===== src/rtl/z_pack.sv =====
// z_pack: serial-to-parallel packer building the 66-bit operand word z from
// four field beats (7, 13, 13 and 33 bits, most significant field first).
// An assembly register plus an output register let the next word be collected
// while the current one waits for the downstream stage.
//
// Optional feature macro: Z_PACK_RANGE_CHK_EN
//   defined     -> accepted beats with nonzero bits above the field width set
//                  the sticky err flag (cleared by clr or reset).
//   not defined -> err is tied to 0 and out-of-range bits are dropped silently.
//
// Handshake: a transfer happens on a rising clk edge where valid && ready are
// both 1; valid, once raised, holds its data until that edge, and ready never
// depends combinationally on the valid of the same interface.

`ifndef Datawidth
`define Datawidth 32
`endif

module z_pack (
   input  logic                       clk,
   input  logic                       rst_n,
   input  logic                       clr,
   input  logic                       in_valid,
   output logic                       in_ready,
   input  logic [`Datawidth:0]        in_data,
   output logic [2*`Datawidth+1:0]    z,
   output logic                       z_valid,
   input  logic                       z_ready,
   output logic                       err,
   output logic                       dbg_full,
   output logic [1:0]                 dbg_cnt
);

   localparam int DW = `Datawidth;
   localparam int ZW = 2 * DW + 2;

   // Field placement inside z, beat0 lands in the top bits.
   localparam int F3_HI = DW;
   localparam int F2_LO = DW + 1;
   localparam int F2_HI = DW + 13;
   localparam int F1_LO = DW + 14;
   localparam int F1_HI = DW + 26;
   localparam int F0_LO = DW + 27;
   localparam int F0_HI = ZW - 1;

   typedef enum logic {
      COLLECT = 1'b0,
      FULL    = 1'b1
   } state_t;

   state_t          state;
   logic [1:0]      cnt;
   logic [ZW-1:0]   asm_q;
   logic [ZW-1:0]   word_done;
   logic            accept;
   logic            drain;

   // Ready depends only on registered state and the flush request.
   assign in_ready  = (state == COLLECT) && !clr;
   assign accept    = in_valid && in_ready;
   assign drain     = z_valid && z_ready;
   assign word_done = {asm_q[F0_HI:F2_LO], in_data[F3_HI:0]};

   assign dbg_full  = (state == FULL);
   assign dbg_cnt   = cnt;

   // Beat collection, FULL stall handling and output register in one FSM.
   always_ff @(posedge clk or negedge rst_n) begin
      if (!rst_n) begin
         state   <= COLLECT;
         cnt     <= 2'd0;
         asm_q   <= '0;
         z       <= '0;
         z_valid <= 1'b0;
      end else begin
         // A consumed word empties the output unless a new one replaces it below.
         if (drain) begin
            z_valid <= 1'b0;
         end
         if (clr) begin
            // Flush drops the partial or held word but never the output word.
            state <= COLLECT;
            cnt   <= 2'd0;
            asm_q <= '0;
         end else begin
            case (state)
               COLLECT: begin
                  if (accept) begin
                     cnt <= cnt + 2'd1;
                     case (cnt)
                        2'd0: asm_q[F0_HI:F0_LO] <= in_data[6:0];
                        2'd1: asm_q[F1_HI:F1_LO] <= in_data[12:0];
                        2'd2: asm_q[F2_HI:F2_LO] <= in_data[12:0];
                        default: begin
                           if (!z_valid || z_ready) begin
                              z       <= word_done;
                              z_valid <= 1'b1;
                           end else begin
                              asm_q <= word_done;
                              state <= FULL;
                           end
                        end
                     endcase
                  end
               end
               FULL: begin
                  if (drain) begin
                     z       <= asm_q;
                     z_valid <= 1'b1;
                     state   <= COLLECT;
                     cnt     <= 2'd0;
                  end
               end
               default: begin
                  state <= COLLECT;
               end
            endcase
         end
      end
   end

`ifdef Z_PACK_RANGE_CHK_EN
   logic over_range;

   // Bits above the current field width that would be lost by truncation.
   always_comb begin
      over_range = 1'b0;
      case (cnt)
         2'd0:    over_range = |in_data[DW:7];
         2'd1:    over_range = |in_data[DW:13];
         2'd2:    over_range = |in_data[DW:13];
         default: over_range = 1'b0;
      endcase
   end

   // Sticky range-violation flag.
   always_ff @(posedge clk or negedge rst_n) begin
      if (!rst_n) begin
         err <= 1'b0;
      end else if (clr) begin
         err <= 1'b0;
      end else if (accept && over_range) begin
         err <= 1'b1;
      end
   end
`else
   assign err = 1'b0;
`endif

endmodule


===== config.mk =====
export PLATFORM = sky130hd
export DESIGN_NAME = z_pack
export DESIGN_NICKNAME = d
export VERILOG_FILES = /design/src/rtl/z_pack.sv
export SDC_FILE = /design/constraint.sdc
export NUM_CORES = 1
export LEC_CHECK = 0
export BUFFER_PORTS_ARGS = -buffer_cell sky130_fd_sc_hd__buf_4
export CORE_ASPECT_RATIO = 1.4
export CORE_UTILIZATION = 55
export CTS_CLUSTER_DIAMETER = 150
export DETAILED_ROUTE_END_ITERATION = 7
export PLACE_DENSITY = 0.79
export SYNTH_ARGS = -nofsm -noshare
export SYNTH_HDL_FRONTEND = slang
export SYNTH_SLANG_ARGS = --single-unit
export TNS_END_PERCENT = 100

===== constraint.sdc =====
create_clock -name clk -period 2.4 [get_ports clk]
set_input_delay 0.36 -clock clk [delete_from_list [all_inputs] [get_ports clk]]
set_output_delay 0.36 -clock clk [all_outputs]
set_load 0.05 [all_outputs]

# Yosys cells after proc, flatten, opt, wreduce, memory -nomap -nowiden
# Index checks and enable logic that the tools add are counted.
# op_classes
reduce_logical	21
n_eq_ne	14
n_mux	30
n_div	0
add_sub_neg	1
shift	0
bitwise	2
multipliers	0
n_lt_le_gt_ge	0
# ops
operator	count
2-to-1 mux 66 bit	7
one-hot mux 66 bit (2 select lines)	1
2-to-1 mux 33 bit	2
one-hot mux 13 bit (2 select lines)	2
AND reduction 4 bit	4
one-hot mux 7 bit (2 select lines)	1
inequality test 2 x 1 -> 1 bit, second input constant	6
2-to-1 mux 1 bit	11
inequality test 2 bit, second input constant	4
nonzero test 2 bit	4
2-to-1 mux 2 bit	3
OR reduction 2 bit	3
AND reduction 5 bit	1
one-hot mux 1 bit (2 select lines)	2
one-hot mux 2 bit (2 select lines)	1
logical AND 1 bit	3
inequality test 3 x 2 -> 1 bit, second input constant	1
inequality test 3 bit, second input constant	1
OR reduction 3 bit	1
adder 2 x 1 -> 2 bit, second input constant	1
equality test 2 x 1 -> 1 bit, second input constant	1
equality test 2 bit, second input constant	1
zero test 1 bit	2
zero test 2 bit	1
other kinds (3)	4
# word_totals
ramBits	0
rom_bits	0
regBits	136
wordCells	76
latch_bits	0
output_inout_bits	72
memories	0

# Depth between registers and ports, before layout
# logic_depth
depth_word	7
ltp_mapped	7

# Worst setup path after synthesis
# OpenSTA, ideal clock, no wires.
# synth_path
path_kind	register to register
startpoint	reg cnt[1] (netlist: dbg_cnt[1])
endpoint	reg z[19]
n_path_buf	2
arrival_time_ns	2.033
setup_slack_ns	0.242
setup_time_ns	0.125
period_less_slack_ns	2.158
path_stages_with_launch	7
path_cell_list	dfrtp_1 -> ha_1 -> nand3b_1 -> a221oi_2 -> buf_4 -> buf_4 -> mux2_2
# synth_via
elab_chain_len	4
# synth_lines
element	line_no	source
start: declaration	52	logic [1:0] cnt;
start signal: assignment	89	cnt <= cnt + 2'd1;
equality test 2 bit (tied with other cells)	90	case (cnt)
OR reduction 3 bit (no source line) *	n/a	
inequality test 2 bit (no source line) *	n/a	
AND reduction 5 bit (no source line) *	n/a	
end signal: assignment	96	z <= word_done;
end signal: assignment	108	z <= asm_q;
end: declaration	26	output logic [2*`Datawidth+1:0] z,
# Every way passes the cells marked *; elsewhere a longest branch is shown, timed or not.
# A chain may end at the register's enable or synchronous reset.

# Final worst setup path
# layout_path
startpoint	reg state (netlist: dbg_full)
endpoint	out dbg_full
# layout_rtl
element	line_no	source
start: declaration	51	state_t state;
start signal: assignment	70	state <= COLLECT;
start signal: assignment	82	state <= COLLECT;
start signal: assignment	100	state <= FULL;
end: declaration	30	output logic dbg_full,
# No word-level cell between the ends.

==> results.md <==
- Status: complete, no violations
- Post-Synthesis Cells: 440
- CTS tree: yes
- Number of detailed-routing iterations run before antenna repair: 4
- Minimum clock period after layout: 2020 ps
- TritonCTS Buffers: 17
- Required time of the critical path: roughly 2000 ps
- Sinks on the clock net: 136
- Number of setup violations in the final report: 0
- CTS clk-pin slew, worst paths: roughly 60 ps
- FF+latch count, synth: between 100 and 150
- Metal3 WL: 582 µm
- Worst IR drop on VDD: between 0.6 and 0.7 mV
- Power density cells: approximately 870 mW/mm²
- Syn nets: 482
- Setup Skew: roughly 8.6 ps
- Final count of pins violating max slew: 0
- CTS resizes: 0
- Worst-path fanout max: 30
- Highest-delay cell along the critical path: dfrtp_2
- Util after Layout: around 72%
- CP arrival: approximately 1700 ps
- Post-route fraction of the period consumed by the critical path: a little over four fifths
- Fraction of final layout cells sized beyond drive strength 1: a little under half
- Final wirelength: approximately 13000 µm
- Kind of critical path: register to output port
- Mean cell area of the mapped netlist: 13.4 µm²
- Dominant register cell in the synthesized netlist: dfrtp_1
- Routed vias/inst: 5.61
- Timing-limited maximum frequency: approximately 500 MHz
- Slew at the pin closest to its max-slew limit: between 700 and 800 ps
- Count of placed standard cells in the final layout, fillers left out: about 700
- Routed length on met2: 6620 µm
- Headroom to the max-slew limit: 52.9%
- Starting density of the core: between 50% and 60%
- Max incr delay on CP: ~500 ps
- Final routed DRC violation total: 0
- CP Capture Type: output port
- Placed wire-length estimate after detailed placement: roughly 8400 µm
- Wire length per cell after detailed routing: 18.1 µm
- Library cells used by synthesis: 29
- Hold Vio Cnt, Final: 0
- Count of port buffers added during placement: between 100 and 150
- Die Y-Extent: around 120 µm
- Number of placement rows: 44
- Core area: approximately 0.010 mm²
- Number of nets with antenna violations after detailed routing: 0
- RSZ-0062 raised after global routing: no
- Met1 wire length: 5170 µm
- Number of antenna violations at the first check in global routing: 0
- Number of filler instances in the final layout: 732
- Post-synthesis to final-layout area growth: 27.2%
- Max capacitance violation total: 0
- # IOs: 110
- Uppermost metal layer occupied by signal nets: met4
- Count of flip-flops with a built-in enable after synthesis: 0
- Iteration-0 DRC count of the detailed router: 248
- Number of nets at the end of the flow: 588
- Synthesis Warnings: 0
- Total routing usage reported by global routing: about a quarter
- Die area: between 0.01 and 0.015 mm²
- Global route overflow: 0
- Hold Path Class: input port to register
- Largest net degree at the start of global routing: 55
- Later-pin clock latency in the skew report: approximately 420 ps
- CTS max path bufs: 2
- Static leakage: roughly 3.7 nW
- CTS root buf: clkbuf_16
- Count of vias placed by the detailed router: 3912
- Sum Neg Setup Slack: 0 ps
- Most Frequent Cell on Critical Path: buf_4
- Hold_ws: 249 ps
- Placed Cells: ~660
- Sequential cell area fraction in the yosys report: between 50 and 60%
- Number of global-route vias before repair: approximately 4.2k
- Inserted Diodes: 0
- Kind of start point of the critical path: register
- Final GP Congestion: ~0.75
- Maximum level of the CTS H-tree: 4
- Wire length of the first global-routing pass: approximately 21000 µm
- Critical Path, Cell by Cell: buf_4, buf_4
- Mapped Area: 0.00591 mm²
- Post-synth ARST share: 100%
- Overall die width: ~90 µm
==> cell type report <==
cell class	count	area, µm²	area share (%)
inverters	11	41.3	0.549
flip-flops and latches	136	3400	45.3
repair buffers	120	932	12.4
well taps	138	173	2.30
multi-input cells	260	2310	30.8
clock buffers	20	457	6.08
clock inverters	12	196	2.61
==> power by group <==
| part | switching [mW] | internal [mW] |
|---|---|---|
| logic | 0.755 | 0.381 |
| clock network | 0.974 | 1.90 |
| registers | 0.100 | 2.47 |
| total | 1.83 | 4.75 |
==> routing by layer <==
metal	global-route usage [%]	vias up
met2	41.7	115
met4	8.96	0
met1	29.8	2010
met3	7.29	18
met5	0	-
li1	-	1769
==> kinds of logic (layout without fill, tap and decap cells) <==
family                   after synthesis  after routing  synth area share, %
AO/OA/AOI/OAI                         54             54                 6.97
buffers and inverters                 44            163                 3.45
other                                  1              1               0.0635
adder cells (fa/ha/maj)                4              4                0.847
multiplexers                         133            133                 25.0
AND/OR/NAND/NOR                       68             68                 6.08
flip-flops                           136            136                 57.6
==> registers in the layout (all words and copies together) (netlist names) <==
signal,count
asm_q,66
z,66
dbg_cnt,2
dbg_full,1
z_valid,1
==> critical path, delay by kind of cell (launching register included) <==
| kind | cells | cell delay [ps] |
|---|---|---|
| buf+inv | 2 | 720 |
| flops | 1 | 500 |
==> layout by cell type (no fill, tap or decap), types with 3 or more instances in the layout <==
master / n
a21oi_1: 3
a31o_2: 21
and3_1: 22
buf_4: 116
bufinv_16: 5
clkbuf_16: 17
clkinv_2: 3
clkinvlp_4: 3
dfrtp_1: 135
ha_1: 4
inv_1: 10
mux2_1: 36
mux2_2: 79
mux2i_1: 18
nand2_1: 29
nor2b_1: 10
o211ai_1: 12
o21ai_0: 12
==> cell usage after synthesis, types with 8 or more instances <==
| cell | number | area (µm²) |
|---|---|---|
| o21ai_0 | 12 | 60.1 |
| dfrtp_1 | 136 | 3400 |
| a31o_2 | 21 | 184 |
| mux2_1 | 36 | 405 |
| buf_4 | 8 | 60.1 |
| nand2_1 | 29 | 109 |
| o211ai_1 | 12 | 90.1 |
| mux2i_1 | 18 | 180 |
| clkbuf_1 | 17 | 63.8 |
| and3_1 | 22 | 138 |
| nor2b_1 | 10 | 62.6 |
| mux2_2 | 79 | 890 |
| inv_1 | 11 | 41.3 |
==> what timing repair did <==
action,CTS,global route
hold buffers,1,0
setup endpoints to repair,0,0
buffers inserted,0,0
endpoints found under the hold margin,51,0
==> through the flow <==
step	total power, mW	worst slack, ps	cell area, µm²
global placement	3.72	493	6850
floorplan	3.32	242	5910
global route	6.77	306	7510
detailed placement	3.75	394	6850
CTS	6.62	372	7510
finish	6.57	379	7510
==> path summary, 6_finish.rpt <==
path	start	end	slack, ps	depth (start not counted)
min in group asynchronous	rst_n	z[28]	440	2
worst min-delay path	in_data[2]	asm_q[2]	250	3
max in group asynchronous	rst_n	asm_q[36]	1250	3
worst max register to register	dbg_cnt[1]	z[40]	400	5
worst min register to register	z[41]	z[41]	490	1
worst max-delay path	dbg_full	dbg_full	380	2
Note: power is estimated with default switching activity, not from simulation.
